## src/rtl/keypad_scanner.sv

```systemverilog
// Multiplexed 4x4 key-matrix scanner: rotates a one-cold column strobe, debounces
// all 16 keys over successive scans and queues press/release events in a small FIFO.
module keypad_scanner #(
    parameter int SCAN_DIV       = 25000,
    parameter int DEBOUNCE_SCANS = 4
) (
    input  logic        clk,
    input  logic        rst_n,
    input  logic [3:0]  rows,
    output logic [3:0]  col_select,
    output logic [3:0]  key_code,
    output logic        key_press,
    output logic        key_valid,
    input  logic        key_ready,
    output logic [15:0] key_state,
    output logic        overflow,
    input  logic        overflow_clr
);

    localparam int DIV_W = $clog2(SCAN_DIV);

    typedef enum logic {
        S_IDLE,
        S_SWEEP
    } sweep_state_t;

    typedef struct packed {
        logic [3:0] code;
        logic       press;
    } key_event_t;

    // ------------------------------------------------------------------
    // Row synchronizer; idle value is all-open so reset never looks like a press.
    // ------------------------------------------------------------------
    logic [3:0] rows_meta;
    logic [3:0] rows_sync;

    // NOTE: sequential state uses non-blocking assignments so every flop samples
    // pre-edge values regardless of statement order.
    always_ff @(posedge clk or negedge rst_n) begin
        if (!rst_n) begin
            rows_meta <= 4'hF;
            rows_sync <= 4'hF;
        end else begin
            rows_meta <= rows;
            rows_sync <= rows_meta;
        end
    end

    // ------------------------------------------------------------------
    // Column-step divider and strobe rotation
    // ------------------------------------------------------------------
    logic [DIV_W-1:0] div_cnt;
    logic             tick;
    logic [1:0]       col_idx;
    logic [1:0]       eval_col;
    logic [3:0]       sample;

    assign tick = (div_cnt == DIV_W'(SCAN_DIV - 1));

    always_ff @(posedge clk or negedge rst_n) begin
        if (!rst_n) begin
            div_cnt  <= '0;
            col_idx  <= 2'd0;
            eval_col <= 2'd0;
            sample   <= 4'hF;
        end else if (tick) begin
            div_cnt  <= '0;
            sample   <= rows_sync;
            eval_col <= col_idx;
            col_idx  <= col_idx + 2'd1;
        end else begin
            div_cnt  <= div_cnt + DIV_W'(1);
        end
    end

    // Rotating the index is equivalent to rotating the one-cold strobe left.
    assign col_select = ~(4'b0001 << col_idx);

    // ------------------------------------------------------------------
    // Evaluation sweep: one row of the sampled column per cycle
    // ------------------------------------------------------------------
    sweep_state_t state_q, state_d;
    logic [1:0]   row_q, row_d;

    always_ff @(posedge clk or negedge rst_n) begin
        if (!rst_n) begin
            state_q <= S_IDLE;
            row_q   <= 2'd0;
        end else begin
            state_q <= state_d;
            row_q   <= row_d;
        end
    end

    // NOTE: defaults first so every path assigns every output and no latch is inferred.
    always_comb begin
        state_d = state_q;
        row_d   = row_q;
        case (state_q)
            S_IDLE: begin
                row_d = 2'd0;
                if (tick) state_d = S_SWEEP;
            end
            S_SWEEP: begin
                row_d = row_q + 2'd1;
                if (row_q == 2'd3) state_d = S_IDLE;
            end
            default: state_d = S_IDLE;
        endcase
    end

    // ------------------------------------------------------------------
    // Per-key debounce
    // ------------------------------------------------------------------
    logic [3:0] cnt [16];
    logic       sweep_active;
    logic [3:0] eval_key;
    logic       raw;
    logic       differs;
    logic [4:0] cnt_next;
    logic       accept;

    assign sweep_active = (state_q == S_SWEEP);
    assign eval_key     = {eval_col, row_q};
    assign raw          = ~sample[row_q];
    assign differs      = (raw != key_state[eval_key]);
    assign cnt_next     = {1'b0, cnt[eval_key]} + 5'd1;
    assign accept       = sweep_active && differs && (cnt_next == 5'(DEBOUNCE_SCANS));

    // NOTE: the counter array is reset explicitly because a mid-debounce reset must
    // not leave partial counts behind; that rules out a reset-less RAM here.
    always_ff @(posedge clk or negedge rst_n) begin
        if (!rst_n) begin
            key_state <= '0;
            for (int i = 0; i < 16; i++) cnt[i] <= 4'd0;
        end else if (sweep_active) begin
            if (!differs) begin
                cnt[eval_key] <= 4'd0;
            end else if (accept) begin
                cnt[eval_key]       <= 4'd0;
                key_state[eval_key] <= raw;
            end else begin
                cnt[eval_key] <= cnt_next[3:0];
            end
        end
    end

    // ------------------------------------------------------------------
    // Event FIFO, depth 4, first-word fall-through
    // ------------------------------------------------------------------
    key_event_t fifo_mem [4];
    key_event_t push_data;
    key_event_t head;
    logic [1:0] wr_ptr;
    logic [1:0] rd_ptr;
    logic [2:0] fifo_count;
    logic       full;
    logic       pop;
    logic       push_ok;
    logic       drop;

    assign push_data = '{code: eval_key, press: raw};
    assign full      = (fifo_count == 3'd4);
    assign key_valid = (fifo_count != 3'd0);
    assign pop       = key_valid && key_ready;
    // A simultaneous pop frees the slot, so a push into a full FIFO still lands.
    assign push_ok   = accept && (!full || pop);
    assign drop      = accept && full && !pop;

    always_ff @(posedge clk or negedge rst_n) begin
        if (!rst_n) begin
            wr_ptr     <= 2'd0;
            rd_ptr     <= 2'd0;
            fifo_count <= 3'd0;
            for (int i = 0; i < 4; i++) fifo_mem[i] <= '0;
        end else begin
            if (push_ok) begin
                fifo_mem[wr_ptr] <= push_data;
                wr_ptr           <= wr_ptr + 2'd1;
            end
            if (pop) rd_ptr <= rd_ptr + 2'd1;
            fifo_count <= fifo_count + 3'(push_ok) - 3'(pop);
        end
    end

    assign head      = fifo_mem[rd_ptr];
    assign key_code  = head.code;
    assign key_press = head.press;

    always_ff @(posedge clk or negedge rst_n) begin
        if (!rst_n)            overflow <= 1'b0;
        else if (drop)         overflow <= 1'b1;
        else if (overflow_clr) overflow <= 1'b0;
    end

endmodule

```

## config.mk

```make
export PLATFORM = sky130hd
export DESIGN_NAME = keypad_scanner
export DESIGN_NICKNAME = d
export VERILOG_FILES = /design/src/rtl/keypad_scanner.sv
export SDC_FILE = /design/constraint.sdc
export NUM_CORES = 1
export LEC_CHECK = 0
export BUFFER_PORTS_ARGS = -buffer_cell sky130_fd_sc_hd__buf_2
export CAP_MARGIN = 0
export CORE_MARGIN = 2
export CORE_UTILIZATION = 50
export DETAILED_ROUTE_END_ITERATION = 12
export GPL_ROUTABILITY_DRIVEN = 0
export PLACE_DENSITY_LB_ADDON = 0.2
export SETUP_SLACK_MARGIN = 0.3
export SYNTH_ARGS = -nofsm -noshare
export SYNTH_HDL_FRONTEND = slang
export SYNTH_SLANG_ARGS = --single-unit
export TNS_END_PERCENT = 5
```

## constraint.sdc

```tcl
create_clock -name clk -period 5.95 [get_ports clk]
set_clock_uncertainty 0.2 [all_clocks]
set_input_delay 0.2975 -clock clk [delete_from_list [all_inputs] [get_ports clk]]
set_output_delay 0.2975 -clock clk [all_outputs]
set_load 0.01 [all_outputs]
```

==> results of run 1 <==
==> repair_timing <==
item	in CTS	in global routing
setup buffers	0	0
hold endpoints to repair	80	0
hold buffers	6	0
==> placed cells by master (no fill, tap or decap), types with 3 or more instances in the layout <==
cell type      count
nor2_1            12
nand2_1           94
and2_1             5
nand3_1           27
xnor2_1           14
clkbuf_16         21
inv_1             14
dlygate4sd3_1      6
o21ai_0           51
dfstp_2           12
o21ai_1           13
mux4_2            25
a22oi_1            4
xor2_1             7
o2111ai_1         19
clkinvlp_4         3
inv_6              3
or3_1              3
o21ai_2            8
mux2_2            38
a22oi_2            4
buf_2             33
dfrtp_1          130
nor2b_1            5
ha_1              17
buf_4              9
==> worst max-delay path, delay by kind of cell (launching register included) <==
family	cells	cell delay [ps]
AO/OA/AOI/OAI	3	820
XOR/XNOR	2	330
adder cells (fa/ha/maj)	4	1120
buffers and inverters	2	380
flip-flops	1	880
multiplexers	1	330
AND/OR/NAND/NOR	2	300
==> area by class of cell <==
type / count / area (sq um) / area share (%)
flip-flops and latches: 142 / 3570 / 46.8
clock buffers: 24 / 557 / 7.30
inverters: 14 / 52.6 / 0.689
multi-input cells: 371 / 2870 / 37.6
clock inverters: 8 / 62.6 / 0.820
well taps: 176 / 220 / 2.89
repair buffers: 49 / 304 / 3.98
==> sequential cells by signal, summed over array words and instances (netlist names) <==
name and flops:
overflow 1, rows_meta 4, wr_ptr 2, key_state 16
cnt 64, rd_ptr 2, fifo_mem 20, rows_sync 4
col_idx 2, sample 4, eval_col 2, row_q 2
div_cnt 15, state_q 1, fifo_count 3
==> cells by family (layout without fill, tap and decap cells) <==
| family | count (synthesis) | count (layout) | synth area share, % |
|---|---|---|---|
| muxes | 65 | 65 | 15.1 |
| AOI/OAI and AO/OA | 105 | 105 | 10.4 |
| buffers and inverters | 53 | 95 | 3.78 |
| xor gates and xnor gates | 21 | 21 | 2.75 |
| adders and majority gates | 18 | 18 | 3.48 |
| DFF | 142 | 142 | 53.4 |
| and+or+nand+nor | 162 | 162 | 11.1 |
==> power groups by stage <==
stage                     sequential (mW)  clock, mW  combinational (mW)
after floorplan                      1.01          0              0.0800
after global placement               1.04          0              0.0890
after detailed placement             1.04          0              0.0946
after CTS                            1.02       1.10              0.0978
after global routing                 1.03       1.14               0.108
final                                1.02       1.08              0.0938
==> worst min-delay path by stage <==
stage	start	end	slack, ps
floorplan	rst_n	cnt[0]$_DFFE_PN0P_	-200
global placement	rows_meta[1]$_DFF_PN1_	rows_sync[1]$_DFF_PN1_	150
detailed placement	rows_meta[1]$_DFF_PN1_	rows_sync[1]$_DFF_PN1_	150
CTS	key_ready	rd_ptr[0]$_DFFE_PN0P_	40
global route	key_ready	rd_ptr[0]$_DFFE_PN0P_	90
finish	key_ready	rd_ptr[0]$_DFFE_PN0P_	60
==> metal layers <==
metal,up-vias,share of wire (%)
met5,-,0
met4,0,1.7
met3,23,3.9
met2,100,51
met1,2230,44
li1,2071,-
==> per-stage QoR <==
stage                     std cells  instance area [sq um]
after global routing            784                   7630
after detailed placement        746                   6950
after floorplan                 566                   6680
after global placement          746                   6950
final                           784                   7630
after CTS                       784                   7630
==> impl_metrics.tcl, run 1 <==
set metrics [dict create \
    ir_drop_v 0.000206 \
    ys_seq_elements 142 \
    clkLatencyLatePin_ps 430 \
    switching_power_mw 0.494 \
    p_int_mw 1.70 \
    synthArstFlopShare_pct 100 \
    yosysWarnings 0 \
    cp_max_fo 24 \
    setup_tns_ps 0 \
    die_w_um 120 \
    cts_buffers 17 \
    final_antenna_net_count 0 \
    critPathKind "flip-flop to flip-flop" \
    cp_slowest_cell "dfrtp_1" \
    ys_types 46 \
    grt_pass1_wl_mm 24.1 \
    slew_headroom_pct 42.9 \
    syn_avg_cell_area_sq_um 11.8 \
    numClockSinks 142 \
    synth_area_leaders "dfrtp_1 (49%), mux4_2 (8.4%), mux2_2 (6.4%)" \
    min-delay-path-class "input port to flip-flop" \
    drtPass1Iterations 4 \
    worstRegToRegCells 14 \
    comb_power_share_pct 4.3 \
    antennaDiodeCount 0 \
    wl_per_cell_um 18.5 \
    maxCapViolations 0 \
    setup_violations 0 \
    syn_nets 592 \
    ios 35 \
    grt_use_met2_pct 36.3 \
    hold_path_depth 3 \
    p_leak_nw 3.40 \
    area_growth_pct 14.2 \
    fin_crit_sh_pct 75.0 \
    total_power_mw 2.19 \
    synth.most_common_cell "dfrtp_1" \
    via_per_inst 5.64 \
    p_seq_share_pct 46.6 \
    synth_seq_area_share_pct 53.4 \
    grtUsageMet1_pct 28.5 \
    critical_path.endpoint "fifo_count[2]$_DFF_PN0_" \
    root_buffer "clkbuf_16" \
    tightest_slew_ps 857 \
    rrSetupSlack_ps 1490 \
    cts_resized 0 \
    crit_chain "buf_4, mux4_2, a22oi_1, nand2_2, ha_1, nor2_1, o211a_4, o211ai_1, ha_1, inv_1, ha_1, fa_1, xnor2_1, xnor2_1" \
    vias 4424 \
    overflow 0 \
    cts_tree "done" \
    maxSlewViolCount 0 \
    synth_edf_count 0 \
    hold_slack_ps 58.8 \
    yosysTopAreaCell "dfrtp_1" \
    fillers 1123 \
    clkPwrFrac_pct 49.1 \
    grt_pass1_vias 4601 \
    power_density_nw_per_um2 287 \
    fp-row-count 42 \
    start_kind "flip-flop" \
    startpoint "row_q[1]$_DFF_PN0_" \
    syn-instance-count 566 \
    netlist.area_leader.share_pct 48.7 \
    layout-drive-gt1-share_pct 27.8 \
    cts_max_path_buffers 2 \
    critPathRequiredTime_ps 6090 \
    cpPeakStageDelay_ps 880 \
    arrival_ps 4610 \
    die_area_sq_um 14300 \
    path_common_cell "ha_1" \
    die-height_um 120 \
    core_sq_um 13100 \
    switching_share_pct 22.5 \
    status "finished, final reports clean" \
    grt_usage_pct 21.9 \
    clock.fmax_mhz 224 \
    placement.io_buffers 34 \
    fin_util_pct 58.1 \
    min_period_ps 4460 \
    start_util_pct 50.9 \
    ys.flop_type "dfrtp_1" \
    crit-reg2reg-launch "row_q[1]$_DFF_PN0_" \
    netlist_area_sq_um 6680 \
    drt_wl_total_mm 14.5 \
    worstReg2RegEnd "fifo_count[2]$_DFF_PN0_" \
    drc 0 \
    fin_nets 621 \
    worstSetupEndpointType "flip-flop" \
    place_ws_ps 1470 \
    place_hpwl_mm 9.65 \
    grt_most_used_layer "met2" \
    synth_common_cells "dfrtp_1 (130), nand2_1 (94), o21ai_0 (51)" \
    finalHoldViolCount 0 \
    antenna_found_initial 0 \
    grt_max_degree 89 \
    htreeDepth 4 \
    fin_ws_ps 1490 \
    rsz0062_at_grt "false" \
    clkTransAtPathRegs_ps 60 \
    use_met3_pct 5.13 \
    drtIter0Drc 298 \
]
(Power assumes the default switching activity.)
==> run 2, diff against run 1 <==
- clock period: 5.95 -> 4.6 ns (I/O delays scaled with it)
==> impl_metrics.tcl, run 2 (same netlist as run 1, synthesis figures left out) <==
set metrics [dict create \
    htreeDepth 4 \
    layout.cells.most_common_list "dfrtp_1 (128), nand2_1 (94), o21ai_0 (51), mux2_2 (38), buf_2 (33)" \
    root_buffer "clkbuf_16" \
    worstRegToRegCells 12 \
    maxCapViolations 0 \
    grt_pass1_wl_mm 25.0 \
    clkLatencyLatePin_ps 420 \
    drtPass1Iterations 5 \
    layout_commonest_cell "dfrtp_1" \
    overflow 0 \
    worstSetupEndpointType "flip-flop" \
    p_leak_nw 3.40 \
    drc 0 \
    layout-drive-gt1-share_pct 28.8 \
    critPathKind "flip-flop to flip-flop" \
    worstPathBufferInverterCount 2 \
    die-height_um 120 \
    grt_usage_pct 22.8 \
    clkTransAtPathRegs_ps 70 \
    cts_buffers 17 \
    power_density_nw_per_um2 357 \
    p_seq_share_pct 48.5 \
    maxSlewViolCount 0 \
    die_w_um 120 \
    cp_top_family "adder cells" \
    fin_nets 625 \
    die_area_sq_um 14300 \
    slew_headroom_pct 36.2 \
    min_from "key_ready" \
    numClockSinks 142 \
    crit_cells 12 \
    crit_chain "buf_12, mux4_2, a22oi_1, nand3_1, nor4b_4, o211ai_1, ha_1, inv_1, ha_1, fa_1, xnor2_1, xnor2_1" \
    switching_share_pct 24.8 \
    ios 35 \
    hold_path_depth 3 \
    total_power_mw 2.72 \
    cts_tree "done" \
    placed_cells 749 \
    via_per_inst 5.67 \
    post_cts_buffers 0 \
    largest_reg_flops 64 \
    start_util_pct 50.9 \
    top_regs "cnt x64, fifo_mem x20, key_state x16" \
    final_antenna_net_count 0 \
    rrSetupSlack_ps 590 \
    grt_pass1_vias 4656 \
    clock.fmax_mhz 249 \
    comb_power_share_pct 4.6 \
    cp_slowest_cell "mux4_2" \
    placement.io_buffers 34 \
    fin_ws_ps 591 \
    arrival_ps 4150 \
    critPathRequiredTime_ps 4740 \
    setup_tns_ps 0 \
    fin_crit_sh_pct 87.1 \
    min_period_ps 4010 \
    fp-row-count 42 \
    antenna_found_initial 0 \
    cts_max_path_buffers 2 \
    p_int_mw 2.05 \
    status "finished, final reports clean" \
    wl_per_cell_um 19.1 \
    worstReg2RegEnd "fifo_count[2]$_DFF_PN0_" \
    start_kind "flip-flop" \
    drtIter0Drc 353 \
    hold_end "rd_ptr[0]$_DFFE_PN0P_" \
    drt_wl_total_mm 15.1 \
    antennaDiodeCount 0 \
    finalNonFillerCells 788 \
    cp_max_fo 25 \
    top_register "cnt" \
    finalHoldViolCount 0 \
    vias 4469 \
    core_sq_um 13100 \
    grt_max_degree 107 \
    area_growth_pct 14.2 \
    rsz0062_at_grt "false" \
    crit-reg2reg-launch "row_q[1]$_DFF_PN0_" \
    ir_drop_v 0.000236 \
    tightest_slew_ps 957 \
    clkPwrFrac_pct 46.9 \
    min-delay-path-class "input port to flip-flop" \
    switching_power_mw 0.674 \
    setup_violations 0 \
    place_hpwl_mm 10.3 \
    place_ws_ps 371 \
    cpPeakStageDelay_ps 520 \
]
==> run 2: worst register-to-register path: stages, from the launching register on <==
cell,delay (ps)
dfrtp_1,470
buf_12,240
mux4_2,530
a22oi_1,180
nand3_1,280
nor4b_4,510
o211ai_1,270
ha_1,330
inv_1,40
ha_1,180
fa_1,380
xnor2_1,190
xnor2_1,130
==> run 2: power by group through the flow <==
stage          clock network (mW)  logic [mW]  registers, mW
3_3_place_gp                    0       0.115           1.34
5_1_grt                      1.36       0.145           1.33
3_5_place_dp                    0       0.126           1.34
6_report                     1.28       0.126           1.32
2_1_floorplan                   0       0.103           1.31
4_1_cts                      1.30       0.130           1.32
==> run 2: how the worst max path moves through the flow <==
stage,startpoint,to,slack [ps]
global placement,row_q[0]$_DFF_PN0_,fifo_count[2]$_DFF_PN0_,550
floorplan,row_q[1]$_DFF_PN0_,fifo_count[2]$_DFF_PN0_,720
detailed placement,row_q[0]$_DFF_PN0_,fifo_count[2]$_DFF_PN0_,370
global route,row_q[1]$_DFF_PN0_,fifo_count[2]$_DFF_PN0_,320
finish,row_q[1]$_DFF_PN0_,fifo_count[2]$_DFF_PN0_,590
CTS,row_q[0]$_DFF_PN0_,fifo_count[2]$_DFF_PN0_,370
==> run 2: area by class of cell <==
type,count,area (sq um)
clock buffer,17,425
clock inverter,15,126
fill,1113,5500
inverter,14,52.6
multi-input combinational,372,2890
sequential,142,3570
tap,176,220
timing repair buffer,52,352
==> run 2: metal layers <==
layer  wire length, um  GRT usage, %  share of wire (%)
met1              6480          29.5                 43
met2              7730          38.0                 51
met3               583          4.80                3.9
met4               296          8.24                2.0
met5                 0             0                  0
==> run 2: through the flow <==
step                      cell area, sq um  hold slack, ps  utilization, %
after global routing                  7630            47.6            58.1
after CTS                             7600            18.3            57.8
after detailed placement              6990             137            53.2
final                                 7630            29.9            58.1
after global placement                6990             135            53.2
after floorplan                       6680            -266               -
==> run 2: what timing repair did <==
item	4_1_cts	5_1_grt
setup endpoints to repair	0	2
hold buffers	6	0
endpoints found under the hold margin	110	0
resized for setup	0	6
